**src/rtl/phase_seq_pkg.sv**
```systemverilog
// Shared state encoding and default sizing for the phase sequencer.
package phase_seq_pkg;

  localparam int unsigned STATE_W = 2;

  localparam logic [STATE_W-1:0] StIdle     = 2'd0;
  localparam logic [STATE_W-1:0] StRun      = 2'd1;
  localparam logic [STATE_W-1:0] StHaltPend = 2'd2;

  localparam int unsigned NumPhasesDef = 5;
  localparam int unsigned IdxWDef      = 3;
  localparam int unsigned CntWDef      = 16;

endpackage

```
**src/rtl/phase_onehot_dec.sv**
```systemverilog
// Registered binary-to-one-hot phase decode; all zeros when not enabled.
module phase_onehot_dec #(
  parameter int unsigned NUM_PHASES = 5,
  parameter int unsigned IDX_W      = 3
) (
  input  logic                  clk,
  input  logic                  rst,
  input  logic                  en_i,
  input  logic [IDX_W-1:0]      idx_i,
  output logic [NUM_PHASES-1:0] phase_o
);

  logic [NUM_PHASES-1:0] phase_d, phase_q;

  always_comb begin
    phase_d = '0;
    for (int i = 0; i < int'(NUM_PHASES); i++) begin
      phase_d[i] = en_i && (32'(idx_i) == 32'(i));
    end
  end

  always_ff @(posedge clk or posedge rst) begin
    if (rst) begin
      phase_q <= '0;
    end else begin
      phase_q <= phase_d;
    end
  end

  assign phase_o = phase_q;

endmodule

```
**src/rtl/phase_sequencer.sv**
```systemverilog
// One-hot CPU phase generator with run/halt, stall, single-step, phase skip
// and a completed-instruction counter. All outputs come straight from flops.
module phase_sequencer
  import phase_seq_pkg::*;
#(
  parameter int unsigned NUM_PHASES = NumPhasesDef,
  parameter int unsigned IDX_W      = IdxWDef,
  parameter int unsigned CNT_W      = CntWDef
) (
  input  logic                  clk,
  input  logic                  rst,
  input  logic                  run,
  input  logic                  halt_req,
  input  logic                  stall,
  input  logic                  step_mode,
  input  logic                  step,
  input  logic                  skip_valid,
  input  logic [IDX_W-1:0]      skip_to,
  output logic [NUM_PHASES-1:0] phase,
  output logic [IDX_W-1:0]      phase_idx,
  output logic                  busy,
  output logic                  cycle_done,
  output logic                  skip_err,
  output logic [CNT_W-1:0]      instr_cnt
);

  localparam logic [IDX_W-1:0] LastIdx = IDX_W'(NUM_PHASES - 1);

  logic [STATE_W-1:0] state_q, state_d;
  logic [IDX_W-1:0]   idx_q, idx_d;
  logic               busy_q, busy_d;
  logic               done_q, done_d;
  logic               err_q, err_d;
  logic [CNT_W-1:0]   cnt_q, cnt_d;
  logic               adv, skip_ok, at_last;

  always_comb begin
    adv     = !stall && (!step_mode || step);
    skip_ok = 32'(skip_to) < NUM_PHASES;
    at_last = (idx_q == LastIdx);
    state_d = state_q;
    idx_d   = idx_q;
    done_d  = 1'b0;
    err_d   = 1'b0;
    cnt_d   = cnt_q;
    case (state_q)
      StIdle: begin
        idx_d = '0;
        if (run) state_d = StRun;
      end
      StRun, StHaltPend: begin
        // Halt is latched even while stalled; it only takes effect at a boundary.
        if (state_q == StRun && halt_req) state_d = StHaltPend;
        if (adv) begin
          if (skip_valid && skip_ok) begin
            idx_d = skip_to;
          end else begin
            err_d = skip_valid;
            if (at_last) begin
              done_d = 1'b1;
              cnt_d  = cnt_q + 1'b1;
              idx_d  = '0;
              if (state_q == StHaltPend || halt_req) state_d = StIdle;
            end else begin
              idx_d = idx_q + 1'b1;
            end
          end
        end
      end
      default: begin
        state_d = StIdle;
        idx_d   = '0;
      end
    endcase
    busy_d = (state_d != StIdle);
  end

  always_ff @(posedge clk or posedge rst) begin
    if (rst) begin
      state_q <= StIdle;
      idx_q   <= '0;
      busy_q  <= 1'b0;
      done_q  <= 1'b0;
      err_q   <= 1'b0;
      cnt_q   <= '0;
    end else begin
      state_q <= state_d;
      idx_q   <= idx_d;
      busy_q  <= busy_d;
      done_q  <= done_d;
      err_q   <= err_d;
      cnt_q   <= cnt_d;
    end
  end

  phase_onehot_dec #(
    .NUM_PHASES (NUM_PHASES),
    .IDX_W      (IDX_W)
  ) u_dec (
    .clk     (clk),
    .rst     (rst),
    .en_i    (busy_d),
    .idx_i   (idx_d),
    .phase_o (phase)
  );

  assign phase_idx  = idx_q;
  assign busy       = busy_q;
  assign cycle_done = done_q;
  assign skip_err   = err_q;
  assign instr_cnt  = cnt_q;

endmodule

```
**config.mk**
```make
export PLATFORM = sky130hd
export DESIGN_NAME = phase_sequencer
export DESIGN_NICKNAME = d
export VERILOG_FILES = /design/src/rtl/phase_seq_pkg.sv /design/src/rtl/phase_onehot_dec.sv /design/src/rtl/phase_sequencer.sv
export SDC_FILE = /design/constraint.sdc
export NUM_CORES = 1
export LEC_CHECK = 0
export CORE_ASPECT_RATIO = 0.6
export CORE_MARGIN = 2
export CORE_UTILIZATION = 40
export DETAILED_ROUTE_END_ITERATION = 16
export PLACE_DENSITY = 0.68
export SLEW_MARGIN = 20
export SYNTH_ARGS = -nofsm -noshare
export SYNTH_HDL_FRONTEND = slang
export SYNTH_SLANG_ARGS = --single-unit
export TNS_END_PERCENT = 1
```
**constraint.sdc**
```tcl
create_clock -name clk -period 2.54 [get_ports clk]
set_clock_uncertainty 0.15 [all_clocks]
set_input_delay 0.254 -clock clk [delete_from_list [all_inputs] [get_ports clk]]
set_output_delay 0.254 -clock clk [all_outputs]
set_load 0.005 [all_outputs]
```
* After elaboration in Yosys (flattened, before gate mapping)
Index checks and enable logic that the tools add are counted.
Widths: inputs -> output; s select.
** Cells by class
- Bitwise logic cells :: 1
- Eq/ne operators :: 7
- Magnitude comparators :: 1
- Multiplexer cells :: 18
- Reductions and logical operators :: 17
- $add $sub $neg :: 2
** Operator list (number)
- $add 16x1->16 const B :: 1
- $mux 2 :: 6
- $mux 3 :: 4
- $logic_and 1x1->1 :: 8
- $mux 1 :: 7
- $eq 3x2->1 const B :: 2
- $eq 3x3->1 const B :: 2
- $pmux 2 s2 :: 1
- $reduce_and 4->1 :: 1
- $add 3x1->3 const B :: 1
- $eq 3x1->1 const B :: 1
- $logic_not 3->1 :: 1
- $lt 3x3->1 const B :: 1
- $eq 2x1->1 const B :: 1
- $eq 2x2->1 const B :: 1
- $logic_not 1->1 :: 2
- $logic_not 2->1 :: 1
- $logic_or 1x1->1 :: 2
- $reduce_bool 2->1 :: 1
- $reduce_or 2->1 :: 1
- $not 1->1 :: 1
** Storage, ports and cells
- Bits of input ports :: 11
- Register bits after elaboration :: 29
- Logic and storage cells :: 53

* Depth between registers and ports, before layout
- Depth after elaboration :: 10
- Depth in mapped cells :: 8
- Mapped depth without buffers :: 7

* By module
Synthesis repeated with hierarchy kept, for this count alone.
** Second synthesis, totals
- Cells, all modules :: 135
- Area total of the unflattened synthesis :: 1506.4 µm²
** By module, submodules not included
- phase_sequencer :: cells each 124, times used 1, area each 1313.8 µm²
- phase_onehot_dec :: cells each 11, times used 1, area each 192.7 µm²

* Least setup slack after synthesis
OpenSTA, ideal clock, no wires.
- Kind :: register -> register
- Start :: register state_q[0]
- End :: register cnt_q[12] (netlist: instr_cnt[12])
- Slack :: 604 ps
- Path buffers :: 0
- Required time :: 2311 ps
- Data arrival time :: 1707 ps
- Stages on the path, launching flop included :: 7
- Library setup time :: 79 ps
- Period minus slack after synthesis :: 1936 ps
- Path through :: dfrtp_1 inv_1 ha_1 nor4b_2 nand3_1 nor3_1 xor2_1
** On the way
- Longest elaborated chain between the ends :: 3
** RTL lines
- start: declaration :: line phase_sequencer.sv:29 : logic [STATE_W-1:0] state_q, state_d;
- start signal: assignment :: line phase_sequencer.sv:80 : state_q <= StIdle;
- start signal: assignment :: line phase_sequencer.sv:87 : state_q <= state_d;
- $eq 2x1->1 / $eq 2x2->1 (equally long branches) :: line phase_sequencer.sv:46 : case (state_q)
- $reduce_or 2->1 * :: line phase_sequencer.sv:46
- $reduce_and 4->1 (no line) *
- end signal: assignment :: line phase_sequencer.sv:92 : cnt_q <= cnt_d;
- end: declaration :: line phase_sequencer.sv:34 : logic [CNT_W-1:0] cnt_q, cnt_d;
Mark *: on every way between the ends. The rest lies on a longest branch, timed or not.
A chain may end at the register's enable or synchronous reset.

* Worst setup path in the final report
- Start :: register state_q[0]
- End :: register cnt_q[13] (netlist: instr_cnt[13])
Same word-level chain as after synthesis.

==> results.toml <==
[run_status]
outcome = "finished clean"

[yosys]
yosys.area.top_type = "dfrtp_1"
syn-mean-instance-area_um2 = 11.1
synth_warnings = 0
async_flop_share = 1.00
synth_most_common_cell = "dfrtp_1"
ys_ff_latch = 29
synth_top_area_frac = 0.489
seq_area_frac_synth = 0.489
ys_types = 40
ys_top_cells_by_area = "dfrtp_1 49%, ha_1 5.9%, xor2_1 5.3%"
synth_common_cells = "29 x dfrtp_1, 12 x nand2_1, 10 x inv_1, 9 x nor3_1, 9 x xor2_1"
yosys_most_used_dff = "dfrtp_1"
synthCells = 134
synth_area_um2 = 1490
synth_edf_count = 0
syn_nets = 152

[grt]
grt_pass1_wl_um = 5820
grt_pass1_vias = 1174
gr-total-overflow = 0
grt_max_degree = 30
grtUsageTotal = 0.192
antenna_found_initial = 0

[cts]
numCtsBuffers = 5
clockRootBuffer = "clkbuf_8"
cts_buffer_depth = 2
postCtsHoldBufs = 0
clk_latency_ns = 0.28
ctsResizeCount = 0
clock_sinks = 29
path_clk_slew_ns = 0.06
htree_levels = 2
cts_tree = "done"
post-cts-setup-buffers = 0

[timing]
slew_headroom = 0.705
hold_violations = 0
worst-slew-pin-transition_ns = 0.436
setup_viol = 0
layout_min_cycle_time_ns = 2.12
clock.fmax_ghz = 0.472
fin_hold_ws_ns = 0.193
final_max_slew_viol_count = 0
setup_slack_ns = 0.423
final.setup.tns_ns = 0
rsz0062_at_grt = "no"
period_share = 0.833

[min_path]
hold_class = "input pin to async pin"

[route]
drtIter0Drc = 45
via_per_inst = 4.97
drc_errors = 0
vias = 1129
drtAntennaViolNets = 0
drt_first_pass_iters = 4
post_drt_wl_per_cell_um = 15.0
wirelength_um = 3410

[setup_path]
startpoint_type = "flip-flop"
cp.arrival_ns = 2.17
crit_fanout = 5
critPathRequiredTime_ns = 2.59
worstSetupPathType = "flip-flop to flip-flop"
critPathCaptureType = "flip-flop"
rrSetupSlack_ns = 0.42

[pwr]
p_per_area_nw_per_um2 = 733
p_clk_frac = 0.243
total_power_mw = 1.47
p_switching_mw = 0.478
combPwrFrac = 0.353
p_sw_frac = 0.325
p_leak_nw = 0.924
seqPwrFrac = 0.404
power.internal_mw = 0.992
vdd_drop_max_v = 0.000491

[floorplanning]
dieArea_um2 = 4230
pin_count = 38
row_count = 17
coreArea_um2 = 3620
initial_core_util = 0.411
die_h_um = 51.2
die_w_um = 82.7

[job]
cap_viol_max_count = 0

[placed_design]
gp_congestion = 0.761
placed_cells = 219
dp_slack_ns = 0.274
dp_hpwl_um = 2660
placedInstanceArea_um2 = 1930
io_buffers = 37

[finish]
utilization = 0.555
antenna_cells = 0
area_growth_pct = 35.0
final_cells = 227
finalInstanceArea_um2 = 2010
drive_above_1_share = 0.128
layout.nets = 197
worst max-delay path, stage by stage (launching register included):
cell and delay, ns:
dfrtp_1 0.43, inv_1 0.09, ha_1 0.32, nor4b_2 0.27
nand4_1 0.31, nor3_1 0.32, xor2_1 0.17
metal layers:
metal / GRT usage / share of wire
met1: 0.272 / 0.51
met2: 0.274 / 0.44
met3: 0.0583 / 0.030
met4: 0.0738 / 0.016
met5: 0 / 0
cells in the final DEF, fill, tap and decap left out, drive strengths merged, types with 2 or more instances in the layout:
cell           Yosys  routed
nand3              5       5
inv               11      11
dfrtp             29      29
clkdlybuf4s50      0      37
xor2               9       9
nor2               6       6
nor3              10      10
a31oi              2       2
o21ai              2       2
nand2             12      12
nor2b              3       3
buf                0       2
ha                 7       7
or2                4       4
o221ai             2       2
nor4b              2       2
clkbuf             1       8
and3               4       4
xnor2              6       6
and2               3       3
flip-flops by register name, indices dropped and copies added, names as in the netlist:
name and flops:
skip_err 1, cycle_done 1, u_dec.phase_o 5, phase_idx 3
busy 1, instr_cnt 16, state_q 2
path summary, 6_finish.rpt:
check / startpoint / endpoint / cells past startpoint
setup reg to reg: state_q[0] / instr_cnt[13] / 6
hold / removal: rst / instr_cnt[12] / 3
hold reg to reg: instr_cnt[15] / instr_cnt[15] / 1
max in group asynchronous: rst / instr_cnt[3] / 3
min in group clk: instr_cnt[15] / instr_cnt[15] / 1
setup / recovery: state_q[0] / instr_cnt[13] / 6
power groups by stage:
stage	Combinational [mW]	Sequential [mW]	Clock [mW]
floorplan	0.284	0.592	0
global placement	0.511	0.594	0
detailed placement	0.514	0.601	0
CTS	0.519	0.593	0.374
global route	0.572	0.601	0.393
finish	0.519	0.594	0.357
area by class of cell:
class	instances	area (µm²)
fillers	309	1610
flip-flops and latches	29	726
multi-input cells	93	714
repair buffers	39	385
clock buffers	8	80.1
well taps	47	58.8
inverters	11	41.3
cell families (layout without fill, tap and decap cells):
kind of cell	after synthesis	in the layout	share of synthesized area
XOR/XNOR	15	15	0.0885
flip-flops	29	29	0.489
adder cells (fa/ha/maj)	7	7	0.0590
buffers and inverters	12	58	0.0303
multiplexers	1	1	0.00758
AO/OA/AOI/OAI	14	14	0.0944
AND/OR/NAND/NOR	56	56	0.232
No activity file was read; power rests on OpenSTA's default activity.
